### src/rtl/updi_phy_sequencer.sv
// UPDI single-wire PHY sequencer: one TX/RX/BREAK command in, exactly one response out.
// Optional echo check of transmitted bytes: define UPDI_PHY_SEQ_ECHO_CHECK_EN.
module updi_phy_sequencer #(
  parameter int BREAK_BITS      = 24,
  parameter int RX_TIMEOUT_BITS = 4096,
  parameter int TMO_W           = 13
) (
  input  logic       clk,
  input  logic       rst,
  input  logic       bit_tick,
  input  logic [2:0] guard_sel,
  input  logic       cmd_valid,
  output logic       cmd_ready,
  input  logic [1:0] cmd_op,
  input  logic [7:0] cmd_data,
  output logic       rsp_valid,
  output logic [7:0] rsp_data,
  output logic       rsp_err,
  output logic       tx_valid,
  input  logic       tx_ready,
  output logic [7:0] tx_data,
  input  logic       tx_done,
  output logic       rx_en,
  input  logic       rx_valid,
  input  logic [7:0] rx_data,
  input  logic       rx_err,
  output logic       line_oe,
  output logic       line_drive_low
);

  typedef enum logic [2:0] {
    IDLE, GUARD, TX_SEND, TX_WAIT, RX_WAIT, BREAK, RESP
  } state_t;

  localparam logic [TMO_W-1:0] BREAK_LAST = TMO_W'(BREAK_BITS - 1);
  localparam logic [TMO_W-1:0] RX_LAST    = TMO_W'(RX_TIMEOUT_BITS - 1);

  state_t           state;
  logic [TMO_W-1:0] cnt;
  logic             last_rx;
  logic [7:0]       data_q;
  logic [7:0]       guard_q;

  function automatic logic [7:0] guard_bits(input logic [2:0] sel);
    case (sel)
      3'd0:    return 8'd128;
      3'd1:    return 8'd64;
      3'd2:    return 8'd32;
      3'd3:    return 8'd16;
      3'd4:    return 8'd8;
      3'd5:    return 8'd4;
      default: return 8'd2;
    endcase
  endfunction

  // TX response: the echo seen on the shared wire, or the latched byte when not checking.
  logic [7:0] tx_rsp_data;
  logic       tx_rsp_err;
`ifdef UPDI_PHY_SEQ_ECHO_CHECK_EN
  logic       echo_got;
  logic [7:0] echo_byte;
  logic       echo_err;
  logic       e_got;
  logic [7:0] e_byte;
  logic       e_err;

  always_comb begin
    e_got       = echo_got | rx_valid;
    e_byte      = echo_got ? echo_byte : rx_data;
    e_err       = echo_got ? echo_err : rx_err;
    tx_rsp_data = e_got ? e_byte : 8'h00;
    tx_rsp_err  = !e_got || (e_byte != data_q) || e_err;
  end

  always_ff @(posedge clk) begin
    if (rst) begin
      echo_got  <= 1'b0;
      echo_byte <= 8'h00;
      echo_err  <= 1'b0;
    end else if (state == IDLE) begin
      echo_got  <= 1'b0;
      echo_byte <= 8'h00;
      echo_err  <= 1'b0;
    end else if ((state == TX_SEND || state == TX_WAIT) && rx_valid && !echo_got) begin
      echo_got  <= 1'b1;
      echo_byte <= rx_data;
      echo_err  <= rx_err;
    end
  end
  localparam logic TX_RX_EN = 1'b1;
`else
  always_comb begin
    tx_rsp_data = data_q;
    tx_rsp_err  = 1'b0;
  end
  localparam logic TX_RX_EN = 1'b0;
`endif

  always_ff @(posedge clk) begin
    if (rst) begin
      state          <= IDLE;
      cnt            <= '0;
      last_rx        <= 1'b0;
      data_q         <= 8'h00;
      guard_q        <= 8'h00;
      cmd_ready      <= 1'b0;
      rsp_valid      <= 1'b0;
      rsp_data       <= 8'h00;
      rsp_err        <= 1'b0;
      tx_valid       <= 1'b0;
      tx_data        <= 8'h00;
      rx_en          <= 1'b0;
      line_oe        <= 1'b0;
      line_drive_low <= 1'b0;
    end else begin
      case (state)
        IDLE: begin
          if (cmd_valid && cmd_ready) begin
            cmd_ready <= 1'b0;
            data_q    <= cmd_data;
            guard_q   <= guard_bits(guard_sel);
            cnt       <= '0;
            case (cmd_op)
              2'b00: begin
                if (last_rx) begin
                  state <= GUARD;
                end else begin
                  state    <= TX_SEND;
                  tx_valid <= 1'b1;
                  tx_data  <= cmd_data;
                  line_oe  <= 1'b1;
                  rx_en    <= TX_RX_EN;
                end
              end
              2'b01: begin
                state <= RX_WAIT;
                rx_en <= 1'b1;
              end
              2'b10: begin
                state          <= BREAK;
                line_oe        <= 1'b1;
                line_drive_low <= 1'b1;
                last_rx        <= 1'b0;
              end
              default: begin
                state    <= RESP;
                rsp_data <= 8'h00;
                rsp_err  <= 1'b1;
              end
            endcase
          end else begin
            cmd_ready <= 1'b1;
          end
        end
        GUARD: begin
          if (bit_tick) begin
            if (cnt == TMO_W'(guard_q - 8'd1)) begin
              state    <= TX_SEND;
              cnt      <= '0;
              last_rx  <= 1'b0;
              tx_valid <= 1'b1;
              tx_data  <= data_q;
              line_oe  <= 1'b1;
              rx_en    <= TX_RX_EN;
            end else begin
              cnt <= cnt + TMO_W'(1);
            end
          end
        end
        TX_SEND: begin
          if (tx_ready) begin
            state    <= TX_WAIT;
            tx_valid <= 1'b0;
          end
        end
        TX_WAIT: begin
          if (tx_done) begin
            state    <= RESP;
            line_oe  <= 1'b0;
            rx_en    <= 1'b0;
            rsp_data <= tx_rsp_data;
            rsp_err  <= tx_rsp_err;
          end
        end
        RX_WAIT: begin
          // A byte landing on the final timeout tick is still delivered.
          if (rx_valid) begin
            state    <= RESP;
            rx_en    <= 1'b0;
            rsp_data <= rx_data;
            rsp_err  <= rx_err;
            last_rx  <= 1'b1;
          end else if (bit_tick) begin
            if (cnt == RX_LAST) begin
              state    <= RESP;
              rx_en    <= 1'b0;
              rsp_data <= 8'h00;
              rsp_err  <= 1'b1;
            end else begin
              cnt <= cnt + TMO_W'(1);
            end
          end
        end
        BREAK: begin
          if (bit_tick) begin
            if (cnt == BREAK_LAST) begin
              state          <= RESP;
              line_oe        <= 1'b0;
              line_drive_low <= 1'b0;
              rsp_data       <= 8'h00;
              rsp_err        <= 1'b0;
            end else begin
              cnt <= cnt + TMO_W'(1);
            end
          end
        end
        RESP: begin
          // First RESP cycle raises rsp_valid, second returns to IDLE.
          if (!rsp_valid) begin
            rsp_valid <= 1'b1;
          end else begin
            rsp_valid <= 1'b0;
            cmd_ready <= 1'b1;
            state     <= IDLE;
            cnt       <= '0;
          end
        end
        default: state <= IDLE;
      endcase
    end
  end

endmodule
### config.mk
export PLATFORM = sky130hd
export DESIGN_NAME = updi_phy_sequencer
export DESIGN_NICKNAME = d
export VERILOG_FILES = /design/src/rtl/updi_phy_sequencer.sv
export SDC_FILE = /design/constraint.sdc
export NUM_CORES = 1
export LEC_CHECK = 0
export ABC_CLOCK_PERIOD_IN_PS = 3100
export CAP_MARGIN = 20
export CORE_MARGIN = 4
export CORE_UTILIZATION = 53
export CTS_CLUSTER_DIAMETER = 150
export DETAILED_ROUTE_END_ITERATION = 10
export PLACE_DENSITY = 0.91
export SYNTH_ARGS = -nofsm -noshare
export SYNTH_HDL_FRONTEND = slang
export SYNTH_SLANG_ARGS = --single-unit
### constraint.sdc
create_clock -name clk -period 3.1 [get_ports clk]
set_input_delay 0.31 -clock clk [delete_from_list [all_inputs] [get_ports clk]]
set_output_delay 0.31 -clock clk [all_outputs]
set_load 0.05 [all_outputs]
Yosys cells after proc, flatten, opt, wreduce, memory -nomap -nowiden
Cells that the tools add are included.

Eq/ne operators: 38. Mux-type cells: 79. Add/subtract/negate cells: 2. Reduce and logical (&&, ||, !) cells: 25.

Operators with widths (count): $mux 13 (9); $mux 8 (13); $pmux 13 s5 (1); $pmux 8 s6 (1); $mux 3 (11); $pmux 8 s4 (1); $mux 1 (30); $ne 2x2->1 const B (15); $reduce_and 9->1 (3); $pmux 3 s7 (1); $pmux 8 s2 (1); $eq 3x3->1 const B (5); $add 13x1->13 const B (1); $eq 13x12->1 const B (1); $eq 13x13->1 (1); $eq 13x5->1 const B (1); $eq 3x2->1 const B (4); $pmux 1 s4 (3); $reduce_and 6->1 (2); $reduce_bool 4->1 (3); $reduce_and 10->1 (1); $ne 3x3->1 const B (3); $pmux 3 s3 (1); $sub 8x1->9 const B (1); 19 further kinds (31).

Flip-flop bits (word level): 56. Output and inout bits: 23.

Logic depth before layout (Yosys ltp)
Gate-level depths: netlist (run 1).

Word-level depth: 5. Gate-level depth with buffers: 9. Mapped depth without buffers: 8.

Worst setup path after synthesis (run 1)
Ideal clock, no wire load.

Path kind: register to register. Start point: register cnt[0]. End point: register rsp_data[4]. Arrival: 2.249 ns. Path slack: 0.772 ns. Setup time: 0.079 ns. Stages on the path, launching flop included: 10. Path through: dfxtp_1 > ha_1 > nand3_1 > or2_0 > buf_2 > o41a_1 > a2111oi_4 > buf_6 > nor2_1 > a211oi_2.

Cells in the longest elaborated chain, start to end: 3.

Ends and longest elaborated chain: start: declaration (line 39) `logic [TMO_W-1:0] cnt;`; start signal: assignment (line 166) `cnt <= cnt + TMO_W'(1);`; start signal: assignment (line 200) `cnt <= cnt + TMO_W'(1);`; start signal: assignment (line 213) `cnt <= cnt + TMO_W'(1);`; $eq 13x12->1 or $eq 13x5->1 (tied branches) (line 194, 206); $ne 3x3->1 (no line) or $ne 2x2->1 (tied branches); $reduce_and 8->1 (no line) (*); end signal: assignment (line 181) `rsp_data <= tx_rsp_data;`; end signal: assignment (line 190) `rsp_data <= rx_data;`; end: declaration (line 17) `output logic [7:0] rsp_data,`.

Every way passes the cells marked *; elsewhere a longest branch is shown, timed or not. A chain may end at the register's enable or synchronous reset.

Worst setup path after layout (run 1)
Start point: register guard_q[1]. End point: register tx_data[5].

Cells in the longest elaborated chain, start to end: 4.

Ends and longest elaborated chain: start: declaration (line 42) `logic [7:0] guard_q;`; start signal: assignment (line 121) `guard_q <= guard_bits(guard_sel);`; $sub 8x1->9 (line 157) `if (cnt == TMO_W'(guard_q - 8'd1)) begin`; $eq 13x13->1 (line 157); $ne 2x2->1 (no line); $reduce_and 6->1 (no line); end signal: assignment (line 130) `tx_data <= cmd_data;`; end signal: assignment (line 162) `tx_data <= data_q;`; end: declaration (line 21) `output logic [7:0] tx_data,`.

Every way passes these cells.

==> flow_summary.toml, run 1 <==
[grt]
top_usage_layer = "met2"
gr-total-overflow = 0
antenna_found_initial = 0
grt_pass1_wl_mm = 13.7
grt_use_met3 = 0.0491
grt_pass1_vias = 2929
grt_max_degree = 42
use_met1 = 0.303
grtUsageMet2 = 0.387
grtUsageTotal = 0.231

[synthesis]
synthDistinctLibCells = 67
synth_top_family_by_area = "compound AO/OA/AOI/OAI gates"
synth_xor_xnor_area_share = 0.0342
syn_avg_cell_area_sq_um = 8.15
yosysSeqAreaShare = 0.358
synth_edf_count = 0
synthFlopType = "dfxtp_1"
synthSimpleGateAreaFrac = 0.227
muxShareOfSynthArea = 0.0326
yosys_register_bits = 55
async_flop_share = 0
syn_area_sq_um = 3070
synthCells = 377
synth_compound_area_frac = 0.293
synth_nets = 408
yosysWarnings = 0
synth-adder-area-share = 0.00814

[place]
dpl.hpwl_mm = 5.85
port_buffers = 51
placed_cell_area_sq_um = 3630
place_inst = 483
gp_congestion = 0.932

[final_layout]
layout-drive-gt1-share = 0.0692
final_nets = 449
instances_no_fill = 491
layout_common_cells = "55 x dfxtp_1, 51 x clkdlybuf4s50_1, 44 x a21oi_1"
diodes = 0
final_common_cell = "dfxtp_1"
final_area_sq_um = 3750
area_growth_pct = 21.9

[clocking]
cts_resized = 0
clk_latency_ns = 0.32
clk_pin_slew_ns = 0.11
h-tree-depth = 2
ctsHoldBuffers = 0
cts_made_buffers = 5
post_cts_buffers = 0
cts_buffer_depth = 2
cts_tree = "built"
cts_sinks = 55
cts_root_buf = "clkbuf_8"

[route]
vias = 3101
firstDrtPassIters = 5
drc = 0
via_per_inst = 6.32
final_antenna_net_count = 0
drtIter0Drc = 313
avgRoutedWirePerCell_um = 16.7
routed_wl_mm = 8.20

[pwr]
clockPowerShare = 0.181
vdd_drop_max_v = 0.000646
seqPwrFrac = 0.343
switching_share = 0.444
netSwitchingPower_mw = 1.26
intPower_mw = 1.58
pwr-share-comb = 0.476
p_per_area_nw_per_um2 = 757
leakage_nw = 1.21

[critical_path]
path_class = "reg2reg"
cp-end-kind = "flip-flop"
critPathMaxFanout = 16
cp.required_ns = 3.33
arrival_ns = 2.89
cp-start-kind = "flip-flop"

[timing]
setup_viol = 0
worstMarginPinSlew_ns = 0.739
max_slew_margin = 0.507
rsz0062_at_grt = "false"
max_freq_mhz = 376
finalHoldViolCount = 0
timing.final.crit_share = 0.859
slew_violations = 0
period_needed_ns = 2.66
setup_tns_ns = 0
finClkSkew_ns = 0.00819

[outcome]
status = "finished clean"

[die]
rows = 27
dieArea_sq_um = 7080
die_h_um = 84.2
start_util = 0.552
io-pin-count = 52
core_area_sq_um = 5570
die_width_um = 84.2

[worst_hold_path]
hp-class = "reg2reg"

[run]
maxCapViolCount = 0
logic make-up after synthesis:
family	after synthesis
AO/OA/AOI/OAI	127
flip-flops	55
XOR/XNOR	12
adder cells (fa/ha/maj)	2
buffers and inverters	34
AND/OR/NAND/NOR	137
multiplexers	10
worst max-delay path, cell delays in order (launching register included):
cell and delay, ns:
dfxtp_1 0.43, inv_1 0.07, ha_1 0.28, a22o_1 0.24, a2111o_1 0.47, o31ai_4 0.62, a21oi_1 0.17, a311oi_1 0.29
sequential cells by signal (all words and copies together) (netlist names):
register and cells:
cnt 13, data_q 8, rsp_data 8, tx_data 8
guard_q 7, state 3, cmd_ready 1, last_rx 1
line_drive_low 1, line_oe 1, rsp_err 1, rsp_valid 1
rx_en 1, tx_valid 1
cell type report:
cell class	instances	area [sq um]
clock buffers	5	68.8
clock inverters	3	50.0
fillers	480	1830
inverters	9	33.8
multi-input cells	288	1830
flip-flops and latches	55	1100
well taps	72	90.1
repair buffers	59	571
synth_stat cells (5+ instances only):
cell type  number  area [sq um]
buf_2           8          40.0
clkbuf_1       14          52.6
dfxtp_1        55          1100
mux2i_1        10           100
nor4_1          5          31.3
or4_1           8          60.1
a21oi_1        44           220
nor2_1         38           143
o31ai_1         7          52.6
inv_1           9          33.8
xor2_1          7          61.3
nand3_1        14          70.1
o21ai_0        12          60.1
xnor2_1         5          43.8
a311oi_1        8          70.1
a22oi_1         8          60.1
a211oi_1        8          60.1
nand2_1        37           139
nor3_1          6          30.0
power groups by stage:
stage	registers, mW	logic, mW	clock network (mW)
3_3_place_gp	0.982	1.31	0
4_1_cts	0.970	1.34	0.517
6_report	0.973	1.35	0.514
5_1_grt	0.993	1.46	0.540
3_5_place_dp	0.984	1.34	0
2_1_floorplan	1.24	0.684	0
final timing paths:
check                               startpoint        endpoint  slack, ns  cells past startpoint
worst max-delay path                guard_q[1]      tx_data[5]       0.44                      7
worst max register to register      guard_q[1]      tx_data[5]       0.44                      7
worst min register to register  line_drive_low  line_drive_low       0.48                      2
worst min-delay path            line_drive_low  line_drive_low       0.48                      2
per-stage QoR:
stage	setup slack, ns	power (mW)	hold slack, ns	util
2_1_floorplan	0.772	1.93	0.392	-
3_3_place_gp	0.590	2.29	0.453	0.651
3_5_place_dp	0.484	2.32	0.458	0.651
4_1_cts	0.444	2.83	0.476	0.673
5_1_grt	0.223	2.99	0.501	0.673
6_report	0.437	2.84	0.475	0.673
routing by layer:
| layer | routed length (um) | up-vias |
|---|---|---|
| li1 | - | 1499 |
| met1 | 3570 | 1457 |
| met2 | 3830 | 130 |
| met3 | 676 | 15 |
| met4 | 125 | 0 |
| met5 | 0 | - |
(Power assumes the default switching activity.)
==> inputs of run 2 (changes only) <==
==> config.mk (replaced) <==
export PLATFORM = sky130hd
export DESIGN_NAME = updi_phy_sequencer
export DESIGN_NICKNAME = d
export VERILOG_FILES = /design/src/rtl/updi_phy_sequencer.sv
export SDC_FILE = /design/constraint.sdc
export NUM_CORES = 1
export LEC_CHECK = 0
export ABC_CLOCK_PERIOD_IN_PS = 3050
export CAP_MARGIN = 20
export CORE_MARGIN = 4
export CORE_UTILIZATION = 55
export CTS_BUF_LIST = sky130_fd_sc_hd__clkbuf_8
export CTS_CLUSTER_DIAMETER = 150
export DETAILED_ROUTE_END_ITERATION = 10
export PLACE_DENSITY = 0.93
export SYNTH_ARGS = -nofsm -noshare
export SYNTH_HDL_FRONTEND = slang
export SYNTH_SLANG_ARGS = --single-unit
==> constraint.sdc (replaced) <==
create_clock -name clk -period 3.05 [get_ports clk]
set_input_delay 0.305 -clock clk [delete_from_list [all_inputs] [get_ports clk]]
set_output_delay 0.305 -clock clk [all_outputs]
set_load 0.05 [all_outputs]
==> flow_summary.toml, run 2 (same netlist as run 1, synthesis figures left out) <==
[outcome]
status = "finished clean"

[critical_path]
path_class = "reg2reg"
rrSetupSlack_ns = 0.39
cp.required_ns = 3.30
arrival_ns = 2.91
r2r_start = "state[1]"
cp-start-kind = "flip-flop"
critPathMaxFanout = 25
reg2reg_depth = 6
cp-end-kind = "flip-flop"
r2r_end = "cnt[9]"

[clocking]
cts_tree = "built"
cts_sinks = 55
h-tree-depth = 2
cts_resized = 0
post_cts_buffers = 0
cts_made_buffers = 5
clk_latency_ns = 0.32
cts_root_buf = "clkbuf_8"
clk_pin_slew_ns = 0.11
ctsHoldBuffers = 0
cts_buffer_depth = 2

[route]
drc = 0
routed_wl_mm = 8.39
firstDrtPassIters = 5
via_per_inst = 6.49
vias = 3193
final_antenna_net_count = 0
avgRoutedWirePerCell_um = 17.1
drtIter0Drc = 377

[pwr]
vdd_drop_max_v = 0.000558
pwr-share-comb = 0.499
leakage_nw = 1.21
switching_share = 0.457
clockPowerShare = 0.151
netSwitchingPower_mw = 1.29
seqPwrFrac = 0.349
p_total_mw = 2.82
intPower_mw = 1.53
p_per_area_nw_per_um2 = 755

[final_layout]
finish.utilization = 0.710
area_growth_pct = 21.7
largest_reg_flops = 13
seqCellArea_sq_um = 1100
fillerInstances = 422
regMostFlops = "cnt"
layout_common_cells = "55 x dfxtp_1, 51 x clkdlybuf4s50_1, 44 x a21oi_1"
diodes = 0
layout-drive-gt1-share = 0.0758
final_common_cell = "dfxtp_1"
multiInputGateArea_sq_um = 1830
final_nets = 452

[grt]
grtUsageMet2 = 0.434
grt_max_degree = 37
grt_pass1_vias = 2974
gr-total-overflow = 0
grt_pass1_wl_mm = 14.0
use_met1 = 0.333
antenna_found_initial = 0
grtUsageTotal = 0.264
grt_use_met3 = 0.0640
top_usage_layer = "met2"

[worst_hold_path]
whs_endpoint = "line_drive_low"
hp-class = "reg2reg"
min_path_cells = 2
worst_hold_startpoint = "line_drive_low"

[die]
die_h_um = 82.8
dieArea_sq_um = 6850
rows = 26
die_width_um = 82.8
io-pin-count = 52
core_area_sq_um = 5270
start_util = 0.583

[timing]
max_slew_margin = 0.477
period_needed_ns = 2.66
slew_violations = 0
worstMarginPinSlew_ns = 0.782
timing.final.crit_share = 0.872
rsz0062_at_grt = "false"
finalHoldViolCount = 0
setup_tns_ns = 0
finClkSkew_ns = 0.00805
holdWs_ns = 0.474
setup_viol = 0
max_freq_mhz = 376

[place]
gp_congestion = 1.00
dpl.hpwl_mm = 5.92
port_buffers = 51

[run]
maxCapViolCount = 0
[run 2: cell types whose count changed in the layout (fill, tap and decap cells not counted), sizes merged]
cell | previous run | this run
clkinvlp | 0 | 1
buf | 8 | 11
bufinv | 1 | 0
clkinv | 0 | 1
inv | 11 | 10
[run 2: stage by stage]
stage / std cells / area, sq um / setup slack, ns
after floorplan: 377 / 3070 / 0.722
after global placement: 484 / 3650 / 0.559
after detailed placement: 484 / 3650 / 0.435
after CTS: 492 / 3740 / 0.414
after global routing: 492 / 3740 / 0.130
final: 492 / 3740 / 0.389
[run 2: layer usage]
layer,share of wire,routed length (um)
met5,0,0
met4,0.021,180
met3,0.082,691
met2,0.47,3990
met1,0.42,3530
[run 2: worst max-delay path: stages, from the launching register on]
cell and delay (ns):
dfxtp_1 0.84, nor2_1 0.31, a31oi_1 0.38, nand3_1 0.22
buf_4 0.22, or4_1 0.46, a21oi_1 0.14
[run 2: power by group through the flow]
stage	Sequential (mW)	Combinational (mW)	Clock, mW
finish	0.986	1.41	0.427
global route	1.01	1.51	0.461
CTS	0.982	1.40	0.428
detailed placement	0.996	1.38	0
global placement	0.997	1.35	0
floorplan	1.26	0.695	0
[run 2: layout make-up]
type | instances | area share
Clock buffer | 5 | 0.0184
Clock inverter | 3 | 0.00635
Inverter | 9 | 0.00903
Multi-Input combinational cell | 288 | 0.490
Sequential cell | 55 | 0.294
Tap cell | 70 | 0.0234
Timing Repair Buffer | 62 | 0.158
[run 2: worst max-delay path by stage]
stage	start	end	slack (ns)
final	state[1]	cnt[9]	0.39
after global routing	guard_q[3]	tx_data[7]	0.13
after CTS	guard_q[3]	tx_data[3]	0.41
after detailed placement	guard_q[3]	tx_data[1]	0.43
after global placement	bit_tick	cnt[9]	0.56
after floorplan	cnt[0]	rsp_data[4]	0.72
